File: config.mk
export PLATFORM = sky130hd
export DESIGN_NAME = fir_response_analyzer
export DESIGN_NICKNAME = d
export VERILOG_FILES = /design/src/rtl/fir_response_analyzer_pkg.sv /design/src/rtl/fir_response_analyzer_tracker.sv /design/src/rtl/fir_response_analyzer.sv
export SDC_FILE = /design/constraint.sdc
export NUM_CORES = 1
export LEC_CHECK = 0
export CAP_MARGIN = 10
export CORE_UTILIZATION = 56
export DETAILED_ROUTE_END_ITERATION = 8
export MAX_ROUTING_LAYER = met4
export PLACE_DENSITY = 0.91
export SYNTH_ARGS = -nofsm -noshare
export SYNTH_HDL_FRONTEND = slang
export SYNTH_SLANG_ARGS = --single-unit
File: constraint.sdc
create_clock -name clk -period 5.3 [get_ports clk]
set_input_delay 0.53 -clock clk [delete_from_list [all_inputs] [get_ports clk]]
set_output_delay 0.53 -clock clk [all_outputs]
set_load 0.01 [all_outputs]
File: src/rtl/fir_response_analyzer_pkg.sv
// Shared definitions for the FIR response analyzer: default widths and FSM state encoding.
package fir_response_analyzer_pkg;

    localparam int DATA_W_DEF = 24;
    localparam int CNT_W_DEF  = 16;

    typedef logic [1:0] state_t;

    localparam state_t ST_IDLE    = 2'd0;
    localparam state_t ST_SETTLE  = 2'd1;
    localparam state_t ST_ACQUIRE = 2'd2;
    localparam state_t ST_REPORT  = 2'd3;

endpackage

File: src/rtl/fir_response_analyzer_tracker.sv
// Running max/min and positive-going zero-crossing tracker. Outputs already include the
// current cycle's sample, so the parent can capture a final result on the last sample's edge.
module fir_peak_zc_tracker
    import fir_response_analyzer_pkg::*;
#(
    parameter int DATA_W = DATA_W_DEF,
    parameter int CNT_W  = CNT_W_DEF
) (
    input  logic              clk,
    input  logic              reset,
    input  logic              clear,
    input  logic              load_first,
    input  logic              update,
    input  logic [DATA_W-1:0] sample,
    output logic [DATA_W-1:0] max,
    output logic [DATA_W-1:0] min,
    output logic [CNT_W-1:0]  zc
);

    logic [DATA_W-1:0] max_q;
    logic [DATA_W-1:0] min_q;
    logic [CNT_W-1:0]  zc_q;
    logic              prev_neg_q;
    logic              prev_neg_d;

    always_comb begin
        max        = max_q;
        min        = min_q;
        zc         = zc_q;
        prev_neg_d = prev_neg_q;
        if (clear) begin
            max        = '0;
            min        = '0;
            zc         = '0;
            prev_neg_d = 1'b0;
        end else if (load_first) begin
            max        = sample;
            min        = sample;
            zc         = '0;
            prev_neg_d = sample[DATA_W-1];
        end else if (update) begin
            if ($signed(sample) > $signed(max_q)) max = sample;
            if ($signed(sample) < $signed(min_q)) min = sample;
            // A zero sample counts as non-negative; the count saturates at all-ones.
            if (prev_neg_q && !sample[DATA_W-1] && (zc_q != '1)) zc = zc_q + CNT_W'(1);
            prev_neg_d = sample[DATA_W-1];
        end
    end

    always_ff @(posedge clk) begin
        if (reset) begin
            max_q      <= '0;
            min_q      <= '0;
            zc_q       <= '0;
            prev_neg_q <= 1'b0;
        end else begin
            max_q      <= max;
            min_q      <= min;
            zc_q       <= zc;
            prev_neg_q <= prev_neg_d;
        end
    end

endmodule

File: src/rtl/fir_response_analyzer.sv
// Measures one window of FIR output samples after a settling transient and reports
// max/min/peak-to-peak/zero-crossings over a valid/ready result handshake.
module fir_response_analyzer
    import fir_response_analyzer_pkg::*;
#(
    parameter int DATA_W = DATA_W_DEF,
    parameter int WINDOW = 1024,
    parameter int SETTLE = 64,
    parameter int CNT_W  = CNT_W_DEF
) (
    input  logic              clk,
    input  logic              reset,
    input  logic              start,
    input  logic              in_valid,
    input  logic [DATA_W-1:0] in_data,
    output logic              res_valid,
    input  logic              res_ready,
    output logic [DATA_W-1:0] res_max,
    output logic [DATA_W-1:0] res_min,
    output logic [DATA_W:0]   res_p2p,
    output logic [CNT_W-1:0]  res_zc,
    output logic              busy,
    output logic              overrun,
    output logic [1:0]        state
);

    // Handshake: a result transfers on any cycle where res_valid && res_ready are both high;
    // res_valid stays high and res_* stay constant until that cycle.

    localparam logic [CNT_W-1:0] SETTLE_LAST = CNT_W'((SETTLE > 0) ? SETTLE - 1 : 0);
    localparam logic [CNT_W-1:0] WINDOW_LAST = CNT_W'(WINDOW - 1);
    localparam state_t           RUN_ENTRY   = (SETTLE == 0) ? ST_ACQUIRE : ST_SETTLE;

    state_t            state_q;
    state_t            state_d;
    logic [CNT_W-1:0]  settle_cnt;
    logic [CNT_W-1:0]  win_cnt;
    logic              accept;
    logic              go;
    logic              settle_hit;
    logic              acq_sample;
    logic              window_hit;
    logic [DATA_W-1:0] trk_max;
    logic [DATA_W-1:0] trk_min;
    logic [CNT_W-1:0]  trk_zc;

    assign accept     = (state_q == ST_REPORT) && res_ready;
    assign go         = ((state_q == ST_IDLE) || accept) && start;
    assign settle_hit = (state_q == ST_SETTLE) && in_valid && (settle_cnt == SETTLE_LAST);
    assign acq_sample = (state_q == ST_ACQUIRE) && in_valid;
    assign window_hit = acq_sample && (win_cnt == WINDOW_LAST);

    always_ff @(posedge clk) begin
        if (reset) state_q <= ST_IDLE;
        else       state_q <= state_d;
    end

    always_comb begin
        state_d = state_q;
        case (state_q)
            ST_IDLE:    if (start) state_d = RUN_ENTRY;
            ST_SETTLE:  if (settle_hit) state_d = ST_ACQUIRE;
            ST_ACQUIRE: if (window_hit) state_d = ST_REPORT;
            ST_REPORT:  if (accept) state_d = start ? RUN_ENTRY : ST_IDLE;
            default:    state_d = ST_IDLE;
        endcase
    end

    always_comb begin
        busy      = (state_q == ST_SETTLE) || (state_q == ST_ACQUIRE);
        res_valid = (state_q == ST_REPORT);
        state     = state_q;
    end

    always_ff @(posedge clk) begin
        if (reset || go) begin
            settle_cnt <= '0;
            win_cnt    <= '0;
        end else begin
            if ((state_q == ST_SETTLE) && in_valid && (settle_cnt != '1))
                settle_cnt <= settle_cnt + CNT_W'(1);
            if (acq_sample && (win_cnt != '1))
                win_cnt <= win_cnt + CNT_W'(1);
        end
    end

    fir_peak_zc_tracker #(
        .DATA_W (DATA_W),
        .CNT_W  (CNT_W)
    ) u_tracker (
        .clk        (clk),
        .reset      (reset),
        .clear      (go),
        .load_first (acq_sample && (win_cnt == '0)),
        .update     (acq_sample && (win_cnt != '0)),
        .sample     (in_data),
        .max        (trk_max),
        .min        (trk_min),
        .zc         (trk_zc)
    );

    // p2p is taken at DATA_W+1 bits from sign-extended operands, so it can never wrap.
    always_ff @(posedge clk) begin
        if (reset) begin
            res_max <= '0;
            res_min <= '0;
            res_p2p <= '0;
            res_zc  <= '0;
        end else if (window_hit) begin
            res_max <= trk_max;
            res_min <= trk_min;
            res_p2p <= {trk_max[DATA_W-1], trk_max} - {trk_min[DATA_W-1], trk_min};
            res_zc  <= trk_zc;
        end
    end

    always_ff @(posedge clk) begin
        if (reset || go)                           overrun <= 1'b0;
        else if ((state_q == ST_REPORT) && in_valid) overrun <= 1'b1;
    end

endmodule

==> key figures, run 1 <==
Setup path
  – Crit path buffers/inverters: 4
  – Setup slack, reg-to-reg: 0.36 ns
  – CP Capture Type: flop
  – Largest stage delay on the critical path: 0.50 ns
  – Reg-to-Reg End: res_p2p[16]
  – Crit-path max FO: 7
  – Crit path required time: ~5.6 ns
  – Critical Path AT: approximately 5.5 ns
  – CP Launch Type: input pin
  – Worst-path cell chain: clkdlybuf4s50_1, buf_4, ha_1, nand4_1, nor3_2, nand2_1, and4_1, a2111oi_4, buf_6, mux2i_1, nor2_1, buf_4, fa_1, nand2b_1, a211o_1, a31oi_1, o21ai_0, o21ai_1, a31oi_1, nor4bb_1, a311o_1
  – FF-to-FF path depth: 22
  – Reg2reg start: u_tracker.max_q[11]
  – Crit path max-delay family: compound AO/OA/AOI/OAI gates
  – Slowest cell on the critical path: clkdlybuf4s50_1
  – Critical path class: in -> reg

Layout
  – Final non-filler cell total: 1591
  – Final core utilization: 0.747
  – Final nets: 1467
  – Synth-to-Final Area Change: 28.8%
  – Fill count: 1143
  – Layout cell share with drive strength beyond 1: 0.130

Clock tree
  – CTS tree: yes
  – CTS H-tree lvls: 4
  – Clock Pin Slew Worst Setup and Hold Paths: 0.07 ns
  – Clk root buf: clkbuf_16
  – Number of clock sinks: 189
  – Clock buffer depth: 2
  – Cts hold-fix bufs: 0
  – CTS buffer count: 17
  – Latest clock arrival within the worst-skew pair: between 0.4 and 0.5 ns

Synthesis
  – Prevailing post-synth register cell: dfxtp_1
  – Ys Warns: 0
  – Largest family of logic cells by synthesized area: simple AND/OR/NAND/NOR gates
  – Adder-Cell Fraction of Synth Area: 0.105
  – Syn Inst Count: 1156
  – Most common cell in the netlist: dfxtp_1
  – #FFs+latches synth: about 190
  – Post-synthesis mux area share: 0.0525
  – Post-synthesis xor/xnor area fraction: 0.0485
  – Synth cell types: 63
  – Post-synth EDFFs: 0
  – Netlist Area Pre-Place: around 10000 µm²
  – Most area-consuming cells after synthesis: dfxtp_1 39%, ha_1 10%, nor2_1 6.1%, mux2i_1 5.1%, a21oi_1 4.1%
  – Synth Area in Simple Gates: 0.234
  – Synth area leader: dfxtp_1
  – Synth top area share: 0.388
  – Syn_nets: 1266
  – Sequential share of the synthesized area: 0.388
  – Synth Area in Compound Gates: 0.126
  – Async SR Flop Fraction: 0
  – Avg Cell Area, Syn: 8.44 µm²
  – Synth cell count leaders: 189 x dfxtp_1, 159 x nor2_1, 105 x nand2_1, 80 x ha_1, 79 x a21oi_1

Power and ir drop
  – P_leak: 4.77 nW
  – Max VDD drop: between 0.2 and 0.3 mV
  – Net Sw Frac: 0.333
  – Reported net switching power: 1.54 mW
  – Clk pwr share: 0.298
  – PD cells: 367 nW/µm²
  – Seq pwr share: 0.320
  – Comb pwr share: 0.382
  – P_int: 3.07 mW

Routing
  – Drt pass-1 iters: 5
  – Via count: between 9000 and 10000
  – Drt drc: 0
  – Wire per inst: 17.5 µm
  – DRT iter0 DRCs: between 700 and 800
  – Antenna Nets Post-Route: 0
  – Vias/cell: 5.86
  – WL final: 27900 µm

STA
  – Final Hold Vio Count: 0
  – Tcrit/Tclk final: 0.979
  – Final TNS setup: 0 ns
  – Relative slew margins: 0.190
  – Max Clock Freq: between 150 and 200 MHz
  – Pins over their slew limit: 0
  – Layout Skew: 0.00734 ns
  – RSZ-0062 raised after global routing: true
  – Tmin final: 5.19 ns
  – Slew of the pin with the lowest slew margin: 1.22 ns
  – # setup viols final: 0

Die
  – Initial Util: 0.580
  – # IOs: around 120
  – Die area: ~18000 µm²
  – Row count: 47
  – Die width: 134 µm
  – Core area: 16800 µm²
  – Die H: 134 µm

GRT
  – Largest net degree at the start of global routing: 83
  – Global-route wire length before repair: 45100 µm
  – Initial antenna violation count: 1
  – Overall Global Routing Usage: 0.327
  – Total grt overflow: 0
  – Vias in the first global route: 9301

Min path
  – WHS Endpoint: res_max[13]
  – HP Class: reg -> reg
  – WHS Path Cells: 2
  – Hold_sp: res_max[13]

Place
  – DP Cell Count: ~1600
  – RePlAce Congestion: about 0.92
  – PortBufs: 122
  – HPWL Detailed: 19700 µm

Job
  – Reported max-cap violation count: 0

Run status
  – Status: completed
[sequential cells by signal, indices dropped and copies added (netlist names), 16 cells and up]
signal	count
u_tracker.max_q	24
res_min	24
u_tracker.zc_q	16
settle_cnt	16
res_max	24
res_zc	16
u_tracker.min_q	24
res_p2p	25
win_cnt	16
[kinds of logic after synthesis]
kind of cell    Yosys count
simple gates            466
flops                   189
compound gates          199
fa+ha+maj                81
mux                      51
xor+xnor                 54
buf+inv                 116
[layout by cell type (no fill, tap or decap), drive strengths merged, types with 27 or more instances in the layout]
cell type / Yosys / layout
dfxtp: 189 / 189
nor2: 159 / 159
xor2: 31 / 31
or2: 27 / 27
buf: 4 / 111
a21oi: 79 / 79
nand2: 105 / 105
or3: 30 / 30
ha: 80 / 80
o21ai: 47 / 47
clkdlybuf4s50: 0 / 121
inv: 66 / 68
mux2i: 50 / 50
nand3: 29 / 29
[worst min-delay path: cells and delay by family (launching register included)]
| family | cells | cell delay [ns] |
|---|---|---|
| flops | 1 | 0.31 |
| compound gates | 1 | 0.05 |
| simple gates | 1 | 0.05 |
[metal layers]
| metal | wire (µm) | track usage | up-vias |
|---|---|---|---|
| met4 | 1010 | 0.160 | 0 |
| li1 | - | - | 4392 |
| met2 | 13200 | 0.526 | 407 |
| met3 | 1850 | 0.0514 | 82 |
| met5 | 0 | - | - |
| met1 | 11800 | 0.399 | 4440 |
[through the flow]
stage | total power [mW] | setup WS [ns] | instance area [µm²] | hold WS, ns
finish | 4.60 | 0.112 | 12600 | 0.447
global route | 4.81 | -0.0218 | 12600 | 0.464
CTS | 4.53 | 0.138 | 12500 | 0.451
detailed placement | 3.15 | -0.272 | 11900 | 0.441
global placement | 3.10 | -0.0729 | 11900 | 0.437
floorplan | 2.52 | 0.439 | 9750 | 0.432
[power groups by stage]
stage / sequential, mW / clock, mW / combinational, mW
2_1_floorplan: 1.50 / 0 / 1.03
3_3_place_gp: 1.50 / 0 / 1.60
3_5_place_dp: 1.50 / 0 / 1.65
4_1_cts: 1.47 / 1.38 / 1.68
5_1_grt: 1.47 / 1.44 / 1.90
6_report: 1.47 / 1.37 / 1.76
[worst max path at each step]
stage                startpoint          end  slack (ns)  depth (start not counted)
global route        in_data[23]  res_p2p[16]       -0.02                         21
global placement    in_data[19]  res_p2p[21]       -0.07                         20
finish              in_data[23]  res_p2p[16]        0.11                         21
CTS                 in_data[23]  res_p2p[17]        0.14                         20
detailed placement  in_data[23]  res_p2p[16]       -0.27                         21
floorplan           in_data[11]  res_p2p[21]        0.44                         19
[area by class of cell]
cell class / count / area, µm² / share of cell area
sequential: 189 / 3780 / 0.301
multi-input combinational: 851 / 5570 / 0.444
timing repair buffer: 232 / 2050 / 0.163
clock inverter: 13 / 188 / 0.0149
tap: 220 / 275 / 0.0219
inverter: 66 / 248 / 0.0197
antenna: 1 / 2.50 / 0.000199
clock buffer: 19 / 443 / 0.0353
[repair_timing]
action	4_1_cts	5_1_grt
setup buffers	0	0
setup endpoints to repair	0	13
endpoints found under the hold margin	0	0
resized for setup	0	8
(Power assumes the default switching activity.)
==> run 2: changes to the inputs <==
--- a/config.mk
+++ b/config.mk
@@ -8,6 +8,7 @@
 export CAP_MARGIN = 10
 export CORE_UTILIZATION = 56
 export DETAILED_ROUTE_END_ITERATION = 8
+export GPL_TIMING_DRIVEN = 0
 export MAX_ROUTING_LAYER = met4
 export PLACE_DENSITY = 0.91
 export SYNTH_ARGS = -nofsm -noshare
==> key figures, run 2 (synthesis results as in run 1) <==
Run status
  – Status: completed

Place
  – PortBufs: 121
  – Pre-CTS setup slack: -1.27 ns
  – RePlAce Congestion: 1.01
  – HPWL Detailed: 20100 µm

GRT
  – Largest net degree at the start of global routing: 17
  – Overall Global Routing Usage: 0.312
  – Initial antenna violation count: 1
  – Total grt overflow: 0
  – Global-route wire length before repair: 42800 µm
  – Vias in the first global route: slightly below 9000

Layout
  – Final nets: 1420
  – Most flops, register: res_p2p
  – Fill count: 1195
  – Most common cell after layout, fill and taps aside: dfxtp_1
  – Final core utilization: 0.724
  – Multi-input logic area: 5720 µm²
  – Synth-to-Final Area Change: 24.9%
  – Most frequent cells in the layout: 189 x dfxtp_1, 159 x nor2_1, 110 x clkdlybuf4s50_1
  – Layout cell share with drive strength beyond 1: 0.0757
  – Max reg flops: 25
  – Register Area: ~3800 µm²

Die
  – Die H: 134 µm
  – Die area: roughly 18000 µm²
  – Die width: 134 µm
  – Initial Util: 0.580
  – # IOs: roughly 120
  – Row count: 47
  – Core area: 16800 µm²

STA
  – Slew of the pin with the lowest slew margin: 1.09 ns
  – Final Hold Vio Count: 0
  – Max Clock Freq: 192 MHz
  – RSZ-0062 raised after global routing: true
  – Layout Skew: 0.0154 ns
  – Setup WS post-layout: 0.103 ns
  – Relative slew margins: 0.270
  – Tmin final: 5.20 ns
  – Tcrit/Tclk final: 0.980
  – # setup viols final: 0
  – Pins over their slew limit: 0

Setup path
  – Largest stage delay on the critical path: 0.51 ns
  – Crit-path max FO: 6
  – CP Capture Type: flop
  – CP Launch Type: input pin
  – Slowest cell on the critical path: clkdlybuf4s50_1
  – Most used cell, CP: ha_1
  – Worst-path cell chain: clkdlybuf4s50_1, ha_1, nand4_1, nor4_4, o31a_1, or3_1, nand3_4, mux2i_1, or2_2, ha_1, fa_1, nand2b_2, a211o_1, a31oi_2, o211ai_1, buf_4, a31oi_1, xor2_1, nand2_1, a21oi_1
  – Critical Path AT: 5.56 ns
  – Critical path class: in -> reg
  – Crit path required time: 5.66 ns

Power and ir drop
  – Max VDD drop: 0.292 mV
  – P_leak: 4.48 nW
  – PD cells: 369 nW/µm²

Clock tree
  – CTS buffer count: 17
  – CTS H-tree lvls: 4
  – Clk root buf: clkbuf_16
  – Cts hold-fix bufs: 0
  – Latest clock arrival within the worst-skew pair: roughly 0.44 ns
  – CTS tree: yes
  – Clock Pin Slew Worst Setup and Hold Paths: 0.07 ns
  – Clock buffer depth: 2
  – Number of clock sinks: 189

Routing
  – DRT iter0 DRCs: 794
  – Antenna Nets Post-Route: 0
  – Wire per inst: ~18 µm
  – Drt drc: 0
  – Via count: between 9000 and 10000
  – WL final: 28000 µm
  – Vias/cell: slightly below 6
  – Drt pass-1 iters: 5

Min path
  – HP Class: reg -> reg

Job
  – Reported max-cap violation count: 0
==> run 2: cell types whose count changed in the layout (fill, tap and decap cells not counted), moves of 4 or more <==
| cell | before | now |
|---|---|---|
| clkdlybuf4s50_1 | 121 | 110 |
| clkbuf_1 | 1 | 47 |
| mux2i_2 | 1 | 6 |
| buf_4 | 109 | 15 |
| mux2i_1 | 49 | 40 |
| dlymetal6s2s_1 | 0 | 10 |
| mux2i_4 | 0 | 4 |
==> run 2: metrics by stage <==
step	hold WS [ns]	TNS [ns]	power [mW]	instance area, µm²	cells
floorplan	0.432	0	2.52	9750	1156
finish	0.446	0	4.50	12200	1542
detailed placement	0.441	-15.10	2.90	11200	1497
global placement	0.436	-14.23	2.88	11200	1497
CTS	0.451	0	4.25	11900	1530
global route	0.468	-0.352	4.66	12200	1542
==> run 2: final timing paths <==
kind,startpoint,end,slack (ns),cells past startpoint
worst max-delay path,in_data[8],res_p2p[20],0.10,20
worst min-delay path,res_max[12],res_max[12],0.45,2
worst max register to register,u_tracker.min_q[23],res_p2p[20],0.31,21
worst min register to register,res_max[12],res_max[12],0.45,2
==> run 2: worst max-delay path, delay by kind of cell <==
| family | cells | cell delay [ns] |
|---|---|---|
| AO/OA/AOI/OAI | 6 | 1.34 |
| adder cells (fa/ha/maj) | 3 | 0.93 |
| multiplexers | 1 | 0.23 |
| XOR/XNOR | 1 | 0.22 |
| buffers and inverters | 2 | 0.71 |
| AND/OR/NAND/NOR | 7 | 1.58 |
==> run 2: where the power goes <==
part / total (mW) / internal (mW) / leakage [nW] / switching (mW)
combinational: 1.73 / 0.734 / 2.68 / 0.991
clock: 1.30 / 0.748 / 0.281 / 0.550
sequential: 1.47 / 1.45 / 1.52 / 0.0231
==> run 2: what timing repair did <==
| action | CTS | global route |
|---|---|---|
| endpoints found under the setup margin | 16 | 13 |
| endpoints found under the hold margin | 0 | 0 |
| gates resized for setup | 13 | 39 |
| cloned | 0 | 0 |
| setup buffers | 3 | 11 |
| pin swaps | 2 | 12 |
==> run 2: area by class of cell <==
| class | instances | area share |
|---|---|---|
| Tap cell | 220 | 0.0226 |
| Inverter | 66 | 0.0203 |
| Antenna cell | 1 | 0.000205 |
| Clock inverter | 11 | 0.0119 |
| Sequential cell | 189 | 0.311 |
| Clock buffer | 19 | 0.0364 |
| Timing Repair Buffer | 135 | 0.110 |
| Buffer | 50 | 0.0183 |
| Multi-Input combinational cell | 851 | 0.470 |
==> run 2: per-layer routing <==
metal	global-route usage	vias to the layer above	wire length (µm)
met5	-	-	0
met4	0.144	0	1130
met3	0.0556	93	2080
met2	0.514	394	13200
met1	0.369	4306	11500
li1	-	4309	-
